[src/rtl/gate_sweep_capture.sv]
// Truth-table sweeper: steps every input vector, lets it settle, captures the response.
// Optional GATE_SWEEP_CHECK_EN adds an expected-table compare with a sticky first-mismatch index.
module gate_sweep_capture #(
    parameter int unsigned N_IN   = 2,
    parameter int unsigned N_OUT  = 2,
    parameter int unsigned SETTLE = 2
) (
    input  logic                         i_clk,
    input  logic                         i_rst_n,
    input  logic                         i_start,
    input  logic [N_OUT-1:0]             i_resp,
`ifdef GATE_SWEEP_CHECK_EN
    input  logic [N_OUT*(2**N_IN)-1:0]   i_exp_tt,
    output logic                         o_mismatch,
    output logic [N_IN-1:0]              o_err_idx,
`endif
    output logic [N_IN-1:0]              o_stim,
    output logic [N_OUT*(2**N_IN)-1:0]   o_tt,
    output logic                         o_busy,
    output logic                         o_done
);

    localparam int unsigned NVec = 2 ** N_IN;
    localparam int unsigned TtW  = N_OUT * NVec;
    // One spare bit so N_IN=8 never wraps; termination is by compare.
    localparam int unsigned IdxW = $clog2(NVec) + 1;
    localparam int unsigned CntW = (SETTLE > 1) ? $clog2(SETTLE) : 1;

    localparam logic [IdxW-1:0] LastIdx = IdxW'(NVec - 1);
    localparam logic [CntW-1:0] CntLast = CntW'(SETTLE - 1);

    typedef enum logic [1:0] {
        StIdle,
        StDrive,
        StCapture,
        StDone
    } state_e;

    state_e            r_state;
    state_e            w_state_d;
    logic [IdxW-1:0]   r_idx;
    logic [IdxW-1:0]   w_idx_d;
    logic [CntW-1:0]   r_cnt;
    logic [CntW-1:0]   w_cnt_d;
    logic [N_IN-1:0]   r_stim;
    logic [N_IN-1:0]   w_stim_d;
    logic [TtW-1:0]    r_tt;
    logic [TtW-1:0]    w_tt_d;
    logic              r_busy;
    logic              w_busy_d;
    logic              r_done;
    logic              w_done_d;
    logic              w_start_sweep;
    logic              w_capture;

`ifdef GATE_SWEEP_CHECK_EN
    logic              r_mismatch;
    logic              w_mismatch_d;
    logic [N_IN-1:0]   r_err_idx;
    logic [N_IN-1:0]   w_err_idx_d;
`endif

    always_comb begin
        w_state_d     = r_state;
        w_idx_d       = r_idx;
        w_cnt_d       = r_cnt;
        w_stim_d      = r_stim;
        w_tt_d        = r_tt;
        w_start_sweep = 1'b0;
        w_capture     = 1'b0;

        unique case (r_state)
            StIdle, StDone: begin
                if (i_start) begin
                    w_start_sweep = 1'b1;
                    w_state_d     = StDrive;
                    w_idx_d       = '0;
                    w_cnt_d       = '0;
                    w_stim_d      = '0;
                    w_tt_d        = '0;
                end
            end
            StDrive: begin
                if (r_cnt == CntLast) begin
                    w_state_d = StCapture;
                    w_cnt_d   = '0;
                end else begin
                    w_cnt_d = r_cnt + 1'b1;
                end
            end
            StCapture: begin
                w_capture                      = 1'b1;
                w_tt_d[r_idx*N_OUT +: N_OUT]   = i_resp;
                if (r_idx == LastIdx) begin
                    w_state_d = StDone;
                end else begin
                    w_idx_d   = r_idx + 1'b1;
                    w_stim_d  = N_IN'(r_idx + 1'b1);
                    w_state_d = StDrive;
                end
            end
            default: w_state_d = StIdle;
        endcase

        w_busy_d = (w_state_d == StDrive) || (w_state_d == StCapture);
        w_done_d = (w_state_d == StDone);
    end

`ifdef GATE_SWEEP_CHECK_EN
    always_comb begin
        w_mismatch_d = r_mismatch;
        w_err_idx_d  = r_err_idx;
        if (w_start_sweep) begin
            w_mismatch_d = 1'b0;
            w_err_idx_d  = '0;
        end else if (w_capture && !r_mismatch &&
                     (i_resp != i_exp_tt[r_idx*N_OUT +: N_OUT])) begin
            w_mismatch_d = 1'b1;
            w_err_idx_d  = N_IN'(r_idx);
        end
    end

    always_ff @(posedge i_clk) begin
        if (!i_rst_n) begin
            r_mismatch <= 1'b0;
            r_err_idx  <= '0;
        end else begin
            r_mismatch <= w_mismatch_d;
            r_err_idx  <= w_err_idx_d;
        end
    end

    assign o_mismatch = r_mismatch;
    assign o_err_idx  = r_err_idx;
`endif

    always_ff @(posedge i_clk) begin
        if (!i_rst_n) begin
            r_state <= StIdle;
            r_idx   <= '0;
            r_cnt   <= '0;
            r_stim  <= '0;
            r_tt    <= '0;
            r_busy  <= 1'b0;
            r_done  <= 1'b0;
        end else begin
            r_state <= w_state_d;
            r_idx   <= w_idx_d;
            r_cnt   <= w_cnt_d;
            r_stim  <= w_stim_d;
            r_tt    <= w_tt_d;
            r_busy  <= w_busy_d;
            r_done  <= w_done_d;
        end
    end

    assign o_stim = r_stim;
    assign o_tt   = r_tt;
    assign o_busy = r_busy;
    assign o_done = r_done;

endmodule

[config.mk]
export PLATFORM = sky130hd
export DESIGN_NAME = gate_sweep_capture
export DESIGN_NICKNAME = d
export VERILOG_FILES = /design/src/rtl/gate_sweep_capture.sv
export SDC_FILE = /design/constraint.sdc
export NUM_CORES = 1
export LEC_CHECK = 0
export CORE_MARGIN = 10
export CORE_UTILIZATION = 54
export CTS_CLUSTER_DIAMETER = 120
export DETAILED_ROUTE_END_ITERATION = 12
export PLACE_DENSITY = 0.83
export SLEW_MARGIN = 20
export SYNTH_ARGS = -nofsm -noshare
export SYNTH_HDL_FRONTEND = slang
export SYNTH_SLANG_ARGS = --single-unit
[constraint.sdc]
create_clock -name i_clk -period 6.3 [get_ports i_clk]
set_clock_uncertainty 0.1 [all_clocks]
set_input_delay 1.26 -clock i_clk [delete_from_list [all_inputs] [get_ports i_clk]]
set_output_delay 1.26 -clock i_clk [all_outputs]
set_load 0.1 [all_outputs]
# Word-level counts from Yosys, hierarchy flattened
# Index checks and enable logic that the tools add are counted.
[totals] register_bits=18 latch_bits=0 mem_bits_rw=0 romBits=0 inputBits=5 out_inout_bits=12 word_cells=45 n_memories=0
[op_classes] n_addsub=3 multipliers=0 div=0 n_lt_le_gt_ge=0 n_eq_ne=9 shift=2 n_mux=16 bitwise_logic=0 n_reduce_logical=8
[ops] cell="negator 4 -> 34 bit" n=1
[ops] cell="variable shift 2 x 34 -> 8 bit, first input constant" n=1
[ops] cell="variable part select 2 x 34 -> 8 bit" n=1
[ops] cell="case mux 8 bit (2 select lines)" n=1
[ops] cell="2-to-1 mux 2 bit" n=5
[ops] cell="bitwise mux 8 bit" n=1
[ops] cell="equality test 2 bit, second input constant" n=4
[ops] cell="2-to-1 mux 8 bit" n=1
[ops] cell="2-to-1 mux 3 bit" n=2
[ops] cell="case mux 2 bit (3 select lines)" n=1
[ops] cell="case mux 3 bit (2 select lines)" n=1
[ops] cell="equality test 2 x 1 -> 1 bit, second input constant" n=2
[ops] cell="inequality test 2 bit, second input constant" n=2
[ops] cell="case mux 2 bit (2 select lines)" n=1
[ops] cell="AND reduction 2 bit" n=2
[ops] cell="nonzero test 2 bit" n=2
[ops] cell="adder 3 x 1 -> 3 bit, second input constant" n=1
[ops] cell="equality test 3 x 2 -> 1 bit, second input constant" n=1
[ops] cell="AND reduction 3 bit" n=1
[ops] cell="zero test 2 bit" n=1
[ops] cell="2-to-1 mux 1 bit" n=2
[ops] cell="case mux 1 bit (2 select lines)" n=1
[ops] cell="OR reduction 2 bit" n=1
[ops] cell="adder 1 bit, second input constant" n=1
[ops] cell="logical OR 1 bit" n=1

# Depth between registers and ports, before layout
# Gate-level depths: netlist of the first run.
[logic_depth] word_depth=5 ltp_mapped=7 depth_no_buf=6

# Worst setup path before layout of the first run
# OpenSTA, ideal clock, no wires.
[synth_path] kind="input to register" from="input port i_start" to="register r_busy (netlist: o_busy)" setup_ns=0.115 t_arrival_ns=2.273 required_time_ns=6.085 path_slack_ns=3.812 cell_stages=4 path_buffers=0 path_cell_list="mux2i_1 -> a22oi_1 -> ha_1 -> and2_1"
[synth_between] elab_chain_len=4 elab_cells_between_ends=5
[synth_lines] element="from (decl)" line_no="10" source="input logic i_start,"
[synth_lines] element="2-to-1 mux 2 bit *" line_no="74" source="if (i_start) begin"
[synth_lines] element="case mux 2 bit (3 select lines) *" line_no="72" source="unique case (r_state)"
[synth_lines] element="named net w_state_d[0]" line_no="40" source="state_e w_state_d;"
[synth_lines] element="equality test 2 x 1 -> 1 bit or equality test 2 bit (tied branches)" line_no="105" source="w_busy_d = (w_state_d == StDrive) || (w_state_d == StCapture);"
[synth_lines] element="logical OR 1 bit *" line_no="105"
[synth_lines] element="named net w_busy_d" line_no="50" source="logic w_busy_d;"
[synth_lines] element="to (signal assigned)" line_no="152" source="r_busy <= w_busy_d;"
[synth_lines] element="to (decl)" line_no="49" source="logic r_busy;"
# Mark *: on every way through the listed nets, which the timed path passes. The rest lies on a longest branch.
# A chain may end at the register's enable or synchronous reset.

==> results_dict.tcl, run 1 <==
set metrics [dict create \
    dp_hpwl_mm 1.654 \
    crit_path_start_kind "flop" \
    wl_per_cell_um 16.17 \
    yosys-top-cells-area "dfxtp_1 35%, ha_1 9.6%, and2_1 5.5%" \
    critical_path.top_delay_family "buffers and inverters" \
    track_usage 0.1368 \
    post-place-ws_ps 2963 \
    worst_ir_drop_vdd_uv 189.1 \
    register_area_um2 320.3 \
    clk_pin_slew_ps 100 \
    power.share.switching 0.2859 \
    cp-end-kind "output pin" \
    cts_resized 0 \
    finalSetupViolCount 0 \
    clkSinkCount 16 \
    place.gp.congestion 0.8475 \
    combPwrFrac 0.180 \
    synth_top_family_by_area "simple AND/OR/NAND/NOR gates" \
    synth_area_um2 912.1 \
    via_count 828 \
    finalSetupTns_ps 0 \
    cp.arrival_ps 1980 \
    worst-path-max-fanout 8 \
    io_buffer_count 16 \
    synthToLayoutAreaGrowth_pct 20.30 \
    p_int_mw 0.1533 \
    p_per_area_nw_per_um2 195.6 \
    syn_nets 115 \
    antennaDiodeCount 0 \
    cts_root_buf "clkbuf_4" \
    cts_tree "done" \
    synth_fa_ha_area_frac 0.09602 \
    drc 0 \
    die_height_um 61.10 \
    p_seq_frac 0.491 \
    n_fill_cell 127 \
    switchingPower_mw 0.06136 \
    start_util 0.5851 \
    rows 14 \
    max_slew.worst_pin.slew_ps 995.2 \
    ys_ff_latch 16 \
    clock_path_buffers 2 \
    maxSlewViolCount 0 \
    path_class "flop to output pin" \
    routed_wirelength_mm 2.151 \
    ys_warn_count 0 \
    final_layout_size_suffix_gt1_frac 0.05128 \
    finalPower_mw 0.2146 \
    crit_buf_inv 1 \
    cts_setup_buffers 0 \
    dieArea_um2 3733 \
    multi_input_area_um2 530.5 \
    nNetsFinal 130 \
    synth_compound_gate_area_share 0.1852 \
    max-cap-violations 0 \
    leakage_nw 0.4076 \
    hold_path_class "flop to flop" \
    max_freq_mhz 299.3 \
    rsz0062_at_grt "no" \
    yosys.area.top_type_share 0.3512 \
    clkPwrFrac 0.329 \
    muxShareOfSynthArea 0.02195 \
    yosys.area_share.simple 0.2785 \
    firstDrtPassIters 4 \
    antenna_found_initial 0 \
    grt_pass1_wl_mm 3.864 \
    final_cell_mix "16 x clkdlybuf4s50_1, 16 x dfxtp_1, 8 x inv_1, 8 x and2_1" \
    io_pins 17 \
    overflow 0 \
    hold_buffers 0 \
    finalHoldViolCount 0 \
    ant_nets 0 \
    crit_path_cell_trace "clkdlybuf4s50_1" \
    avgSynthCellArea_um2 8.856 \
    ys_types 34 \
    core_um2 1559 \
    slew-limit-headroom 0.3344 \
    ys_seq_area_frac 0.3512 \
    cpMaxStageDelayCell "clkdlybuf4s50_1" \
    h-tree-depth 1 \
    syn_inst 103 \
    cpPeakStageDelay_ps 1210 \
    fin_crit_ps 3341 \
    grt_pass1_vias 892 \
    required_ps 4940 \
    status "finished, final reports clean" \
    period_share 0.5303 \
    numPlacedInstances 129 \
    vias_per_cell 6.226 \
    synth_xor_area_frac 0 \
    setup_slack_ps 2959 \
    numCtsBuffers 3 \
    layout.cells.non_filler 133 \
    synth_top_cell_by_area "dfxtp_1" \
    die_w_um 61.10 \
    clk-insertion-delay-late_ps 300 \
    drtIter0Drc 16 \
    grt_max_degree 14 \
]
## final cells by class
class                      instances  area share
timing repair buffer              16      0.1460
multi-input combinational         73      0.4835
sequential                        16      0.2919
tap                               16     0.01824
clock buffer                       4     0.03307
inverter                           8     0.02737
## registers in the layout, indices dropped and copies added (netlist names)
signal	flops
o_done	1
o_busy	1
r_idx	3
r_cnt	1
o_tt	8
r_state	2
## power by group through the flow
stage | logic, mW | registers, mW | clock network (mW)
2_1_floorplan | 0.0196 | 0.116 | 0
3_3_place_gp | 0.0366 | 0.108 | 0
3_5_place_dp | 0.0382 | 0.108 | 0
4_1_cts | 0.0384 | 0.105 | 0.0734
5_1_grt | 0.0422 | 0.106 | 0.0783
6_report | 0.0386 | 0.105 | 0.0706
## cells by family after synthesis
kind of cell / Yosys count
flip-flops: 16
AND/OR/NAND/NOR: 40
multiplexers: 2
AO/OA/AOI/OAI: 24
buffers and inverters: 14
adder cells (fa/ha/maj): 7
## metal layers
layer,global-route usage,wire (um),vias to the layer above
met1,0.1434,886,395
met2,0.2219,1069,19
met5,0,0,-
met3,0.03704,105,10
met4,0.1205,90,0
li1,-,-,404
## Yosys cell counts
master,instances
o311ai_0,2
o211ai_1,6
dfxtp_1,16
nand2_1,2
and2_1,8
nor3b_1,1
nand3b_1,1
or4bb_1,1
nand4b_1,1
nor2_1,4
clkbuf_1,3
nor4b_1,2
buf_4,2
o21bai_1,1
buf_2,1
a2bb2oi_1,1
a22oi_1,3
nand4_1,1
a21oi_1,2
nand4bb_1,1
o22ai_1,3
a31oi_1,1
o21ai_0,3
ha_1,7
nor2b_1,2
or2_2,1
and3_1,2
nand2b_1,3
o31a_1,2
or4b_4,1
or3_1,2
nand3_1,7
inv_1,8
mux2i_1,2
## metrics by stage
| stage | instance area [um^2] | hold WS [ps] | util |
|---|---|---|---|
| after floorplan | 912.1 | 369.8 | - |
| after global placement | 1061 | 342.1 | 0.6806 |
| after detailed placement | 1061 | 348.9 | 0.6806 |
| after CTS | 1097 | 367.0 | 0.7039 |
| after global routing | 1097 | 400.9 | 0.7039 |
| final | 1097 | 364.7 | 0.7039 |
## path summary, 6_finish.rpt
kind | to | cells after the start | startpoint | slack [ps]
hold reg to reg | o_tt[7] | 2 | o_tt[7] | 360
setup reg to reg | o_busy | 6 | r_state[0] | 3830
setup / recovery | o_stim[1] | 1 | r_idx[1] | 2960
hold / removal | o_tt[7] | 2 | o_tt[7] | 360
Power figures use the tool's default switching activity.
==> run 2, diff against run 1 <==
--- a/config.mk
+++ b/config.mk
@@ -5,11 +5,12 @@
 export SDC_FILE = /design/constraint.sdc
 export NUM_CORES = 1
 export LEC_CHECK = 0
+export CORE_ASPECT_RATIO = 1.4
 export CORE_MARGIN = 10
-export CORE_UTILIZATION = 54
+export CORE_UTILIZATION = 50
 export CTS_CLUSTER_DIAMETER = 120
 export DETAILED_ROUTE_END_ITERATION = 12
-export PLACE_DENSITY = 0.83
+export PLACE_DENSITY = 0.78
 export SLEW_MARGIN = 20
 export SYNTH_ARGS = -nofsm -noshare
 export SYNTH_HDL_FRONTEND = slang
==> constraint.sdc (replaced) <==
create_clock -name i_clk -period 3.3 [get_ports i_clk]
set_clock_uncertainty 0.1 [all_clocks]
set_input_delay 0.66 -clock i_clk [delete_from_list [all_inputs] [get_ports i_clk]]
set_output_delay 0.66 -clock i_clk [all_outputs]
set_load 0.1 [all_outputs]
==> results_dict.tcl, run 2 (same netlist as run 1, synthesis figures left out) <==
set metrics [dict create \
    antennaDiodeCount 0 \
    met1_usage 0.1120 \
    n_fill_cell 165 \
    finish.utilization 0.6068 \
    die_w_um 56.10 \
    core_um2 1757 \
    dieArea_um2 3957 \
    cts_tree "done" \
    max-cap-violations 0 \
    crit_buf_inv 1 \
    cpPeakStageDelay_ps 540 \
    crit_path_start_kind "flop" \
    p_per_area_nw_per_um2 357.7 \
    holdWs_ps 361.3 \
    register_area_um2 320.3 \
    grt_pass1_vias 818 \
    leakage_nw 0.4294 \
    met3_usage 0.02143 \
    placed_area_um2 1044 \
    overflow 0 \
    ant_nets 0 \
    nNetsFinal 131 \
    multi_input_area_um2 530.5 \
    drtIter0Drc 19 \
    cp-end-kind "flop" \
    worst-path-max-fanout 9 \
    cts_root_buf "clkbuf_4" \
    via_count 800 \
    r2r-start "r_idx[0]" \
    finalSetupTns_ps 0 \
    finalPower_mw 0.3813 \
    numCtsBuffers 3 \
    grt_max_degree 14 \
    max_freq_mhz 421.3 \
    r2r-end "o_tt[0]" \
    cpMaxStageDelayCell "or4b_4" \
    slew-limit-headroom 0.7142 \
    post-place-ws_ps 934.5 \
    worstHoldPathCells 2 \
    worstHoldEndpoint "o_tt[7]" \
    routed_wirelength_mm 2.054 \
    critical_path.top_delay_family "adder cells" \
    place.gp.congestion 0.7638 \
    layout.cells.non_filler 137 \
    rsz0062_at_grt "no" \
    numPlacedInstances 134 \
    path_class "flop to flop" \
    io_buffer_count 16 \
    reg2reg_depth 6 \
    grt_pass1_wl_mm 3.629 \
    maxSlewViolCount 0 \
    crit_path_cell_trace "inv_1 -> ha_1 -> ha_1 -> or4b_4 -> o311ai_0 -> o211ai_1" \
    setup_slack_ps 926.3 \
    wl_per_cell_um 14.99 \
    drc 0 \
    clkSinkCount 16 \
    top_usage_layer "met2" \
    final_layout_size_suffix_gt1_frac 0.1538 \
    hold_buffers 0 \
    hold_path_class "flop to flop" \
    r2r_slack_ps 930 \
    status "finished, final reports clean" \
    fin_area_um2 1066 \
    io_pins 17 \
    track_usage 0.1082 \
    finalSetupViolCount 0 \
    firstDrtPassIters 4 \
    hold_path.startpoint "o_tt[7]" \
    rows 18 \
    final_cell_mix "16 x dfxtp_1, 13 x buf_4, 8 x inv_1, 8 x and2_1" \
    synthToLayoutAreaGrowth_pct 16.87 \
    required_ps 3370 \
    largest_register_ffs 8 \
    h-tree-depth 1 \
    cts_setup_buffers 0 \
    max_slew.worst_pin.slew_ps 427.4 \
    final_common_cell "dfxtp_1" \
    vias_per_cell 5.839 \
    die_height_um 70.54 \
    grt_util_met2 0.1978 \
    dp_hpwl_mm 1.566 \
    antenna_found_initial 0 \
    cp.arrival_ps 2440 \
    cts_resized 0 \
    cpMostUsedCell "ha_1" \
    clock_path_buffers 2 \
    clk-insertion-delay-late_ps 300 \
    period_share 0.7193 \
    start_util 0.5192 \
    clk_pin_slew_ps 90 \
    worst_ir_drop_vdd_uv 275.4 \
    finalHoldViolCount 0 \
    fin_crit_ps 2374 \
]
-- run 2: changes by cell type in the layout (fill, tap and decap cells not counted), sizes merged --
cell / change
clkdlybuf4s50: -12
buf: +13
clkbuf: -1
-- run 2: final cells by class --
| type | instances | area share |
|---|---|---|
| Multi-Input combinational cell | 73 | 0.4977 |
| Clock buffer | 3 | 0.02113 |
| Timing Repair Buffer | 17 | 0.1291 |
| Tap cell | 20 | 0.02347 |
| Sequential cell | 16 | 0.3005 |
| Inverter | 8 | 0.02817 |
-- run 2: worst max-delay path by stage --
| stage | to | depth (start not counted) | start |
|---|---|---|---|
| 2_1_floorplan | o_tt[1] | 6 | r_idx[0] |
| 3_3_place_gp | o_busy | 6 | i_start |
| 3_5_place_dp | o_tt[0] | 6 | r_idx[0] |
| 4_1_cts | o_tt[0] | 6 | r_idx[0] |
| 5_1_grt | o_tt[0] | 6 | r_idx[0] |
| 6_report | o_tt[0] | 6 | r_idx[0] |
-- run 2: tightest hold or removal path, delay by kind of cell, from the launching register on --
kind	cells	cell delay [ps]
AOI/OAI and AO/OA	1	50
buffers and inverters	1	50
DFF	1	320
-- run 2: routing by layer --
layer / vias up / routed length, um
li1: 406 / -
met1: 371 / 881
met2: 18 / 1033
met3: 5 / 91
met4: 0 / 49
met5: - / 0
-- run 2: where the power goes --
| group | switching (mW) | total [mW] | leakage [nW] | internal, mW |
|---|---|---|---|---|
| combinational | 0.0464 | 0.0737 | 0.286 | 0.0273 |
| sequential | 0.00323 | 0.202 | 0.129 | 0.199 |
| clock | 0.0632 | 0.106 | 0.0138 | 0.0426 |
==> run 3, diff against run 2 <==
==> constraint.sdc (replaced) <==
create_clock -name i_clk -period 2.25 [get_ports i_clk]
set_clock_uncertainty 0.1 [all_clocks]
set_input_delay 0.45 -clock i_clk [delete_from_list [all_inputs] [get_ports i_clk]]
set_output_delay 0.45 -clock i_clk [all_outputs]
set_load 0.1 [all_outputs]
==> results_dict.tcl, run 3 (same netlist as run 1, synthesis figures left out) <==
set metrics [dict create \
    crit_path_cell_trace "inv_1 -> ha_1 -> ha_4 -> or4b_4 -> or3_1 -> o211ai_1" \
    nNetsFinal 134 \
    io_pins 17 \
    dieArea_um2 3957 \
    die_height_um 70.54 \
    cts_tree "done" \
    clk-insertion-delay-late_ps 280 \
    core_um2 1757 \
    antennaDiodeCount 0 \
    drc 0 \
    io_buffer_count 16 \
    crit_buf_inv 1 \
    grt_pass1_wl_mm 3.753 \
    status "finished, final reports clean" \
    drtIter0Drc 38 \
    start_util 0.5192 \
    cp.arrival_ps 2180 \
    antenna_found_initial 0 \
    routed_wirelength_mm 2.105 \
    dp_hpwl_mm 1.649 \
    hold_path_class "flop to flop" \
    fin_crit_ps 2073 \
    place.gp.congestion 0.8490 \
    rows 18 \
    leakage_nw 0.4464 \
    finalHoldViolCount 0 \
    finalSetupViolCount 0 \
    finalSetupTns_ps 0 \
    final_cell_mix "16 x dfxtp_1, 16 x buf_4, 8 x inv_1, 8 x and2_1, 7 x nand3_1" \
    worst-path-max-fanout 5 \
    final_layout_size_suffix_gt1_frac 0.1833 \
    worst_ir_drop_vdd_uv 388.5 \
    clk_pin_slew_ps 90 \
    max_slew.worst_pin.slew_ps 341.8 \
    cpMaxStageDelayCell "or4b_4" \
    crit_path_start_kind "flop" \
    max-cap-violations 0 \
    cts_setup_buffers 0 \
    numCtsBuffers 3 \
    holdWs_ps 358.6 \
    maxSlewViolCount 0 \
    wl_per_cell_um 15.04 \
    path_class "flop to flop" \
    required_ps 2360 \
    cts_root_buf "clkbuf_4" \
    slew-limit-headroom 0.7721 \
    clock_path_buffers 2 \
    critical_path.top_delay_family "simple AND/OR/NAND/NOR gates" \
    synthToLayoutAreaGrowth_pct 20.71 \
    clkSinkCount 16 \
    n_fill_cell 150 \
    overflow 0 \
    cpPeakStageDelay_ps 520 \
    vias_per_cell 5.921 \
    ant_nets 0 \
    period_share 0.9213 \
    grt_max_degree 13 \
    p_per_area_nw_per_um2 500.7 \
    max_freq_mhz 482.4 \
    cp-end-kind "flop" \
    die_w_um 56.10 \
    h-tree-depth 1 \
    rsz0062_at_grt "no" \
    track_usage 0.1115 \
    grt_pass1_vias 880 \
    firstDrtPassIters 4 \
    largest_register_ffs 8 \
    via_count 829 \
]
[run 3: repair_timing]
action	in CTS	in global routing
hold buffers	0	0
endpoints found under the setup margin	0	2
gates resized for setup	0	1
[run 3: worst paths after layout]
check	start	to	slack (ps)	depth (start not counted)
setup reg to reg	r_idx[0]	o_tt[0]	180	6
setup / recovery	r_idx[0]	o_tt[0]	180	6
hold reg to reg	o_tt[7]	o_tt[7]	360	2
hold / removal	o_tt[7]	o_tt[7]	360	2
[run 3: worst min-delay path, cell delays in order, from the launching register on]
cell and delay [ps]:
dfxtp_1 320, inv_1 50, o22ai_1 50
[run 3: per-layer routing]
metal / GRT usage / wire, um / up-vias
li1: - / - / 414
met1: 0.1154 / 838 / 390
met2: 0.1941 / 1101 / 18
met3: 0.02857 / 99 / 7
met4: 0.06971 / 64 / 0
met5: 0 / 0 / -
[run 3: final cells by class]
type / count / area (um^2) / area share
Timing Repair Buffer: 20 / 160.2 / 0.1455
Sequential cell: 16 / 320.3 / 0.2909
Multi-Input combinational cell: 73 / 543.0 / 0.4932
Clock buffer: 3 / 22.52 / 0.02045
Inverter: 8 / 30.03 / 0.02727
Tap cell: 20 / 25.02 / 0.02273
[run 3: power breakdown]
part / switching (mW) / total, mW / internal, mW
clock: 0.0851 / 0.147 / 0.0622
combinational: 0.0677 / 0.109 / 0.0416
sequential: 0.00352 / 0.295 / 0.291
[run 3: metrics by stage]
stage                     area, um^2  cells  power [mW]  worst slack, ps    util
after floorplan                912.1    103      0.3801            93.83       -
after global placement          1066    137      0.4101            200.3  0.6068
after detailed placement        1066    137      0.4116            113.6  0.6068
after CTS                       1089    140      0.5579            86.16  0.6197
after global routing            1101    140      0.5810            68.17  0.6268
final                           1101    140      0.5513            177.0  0.6268
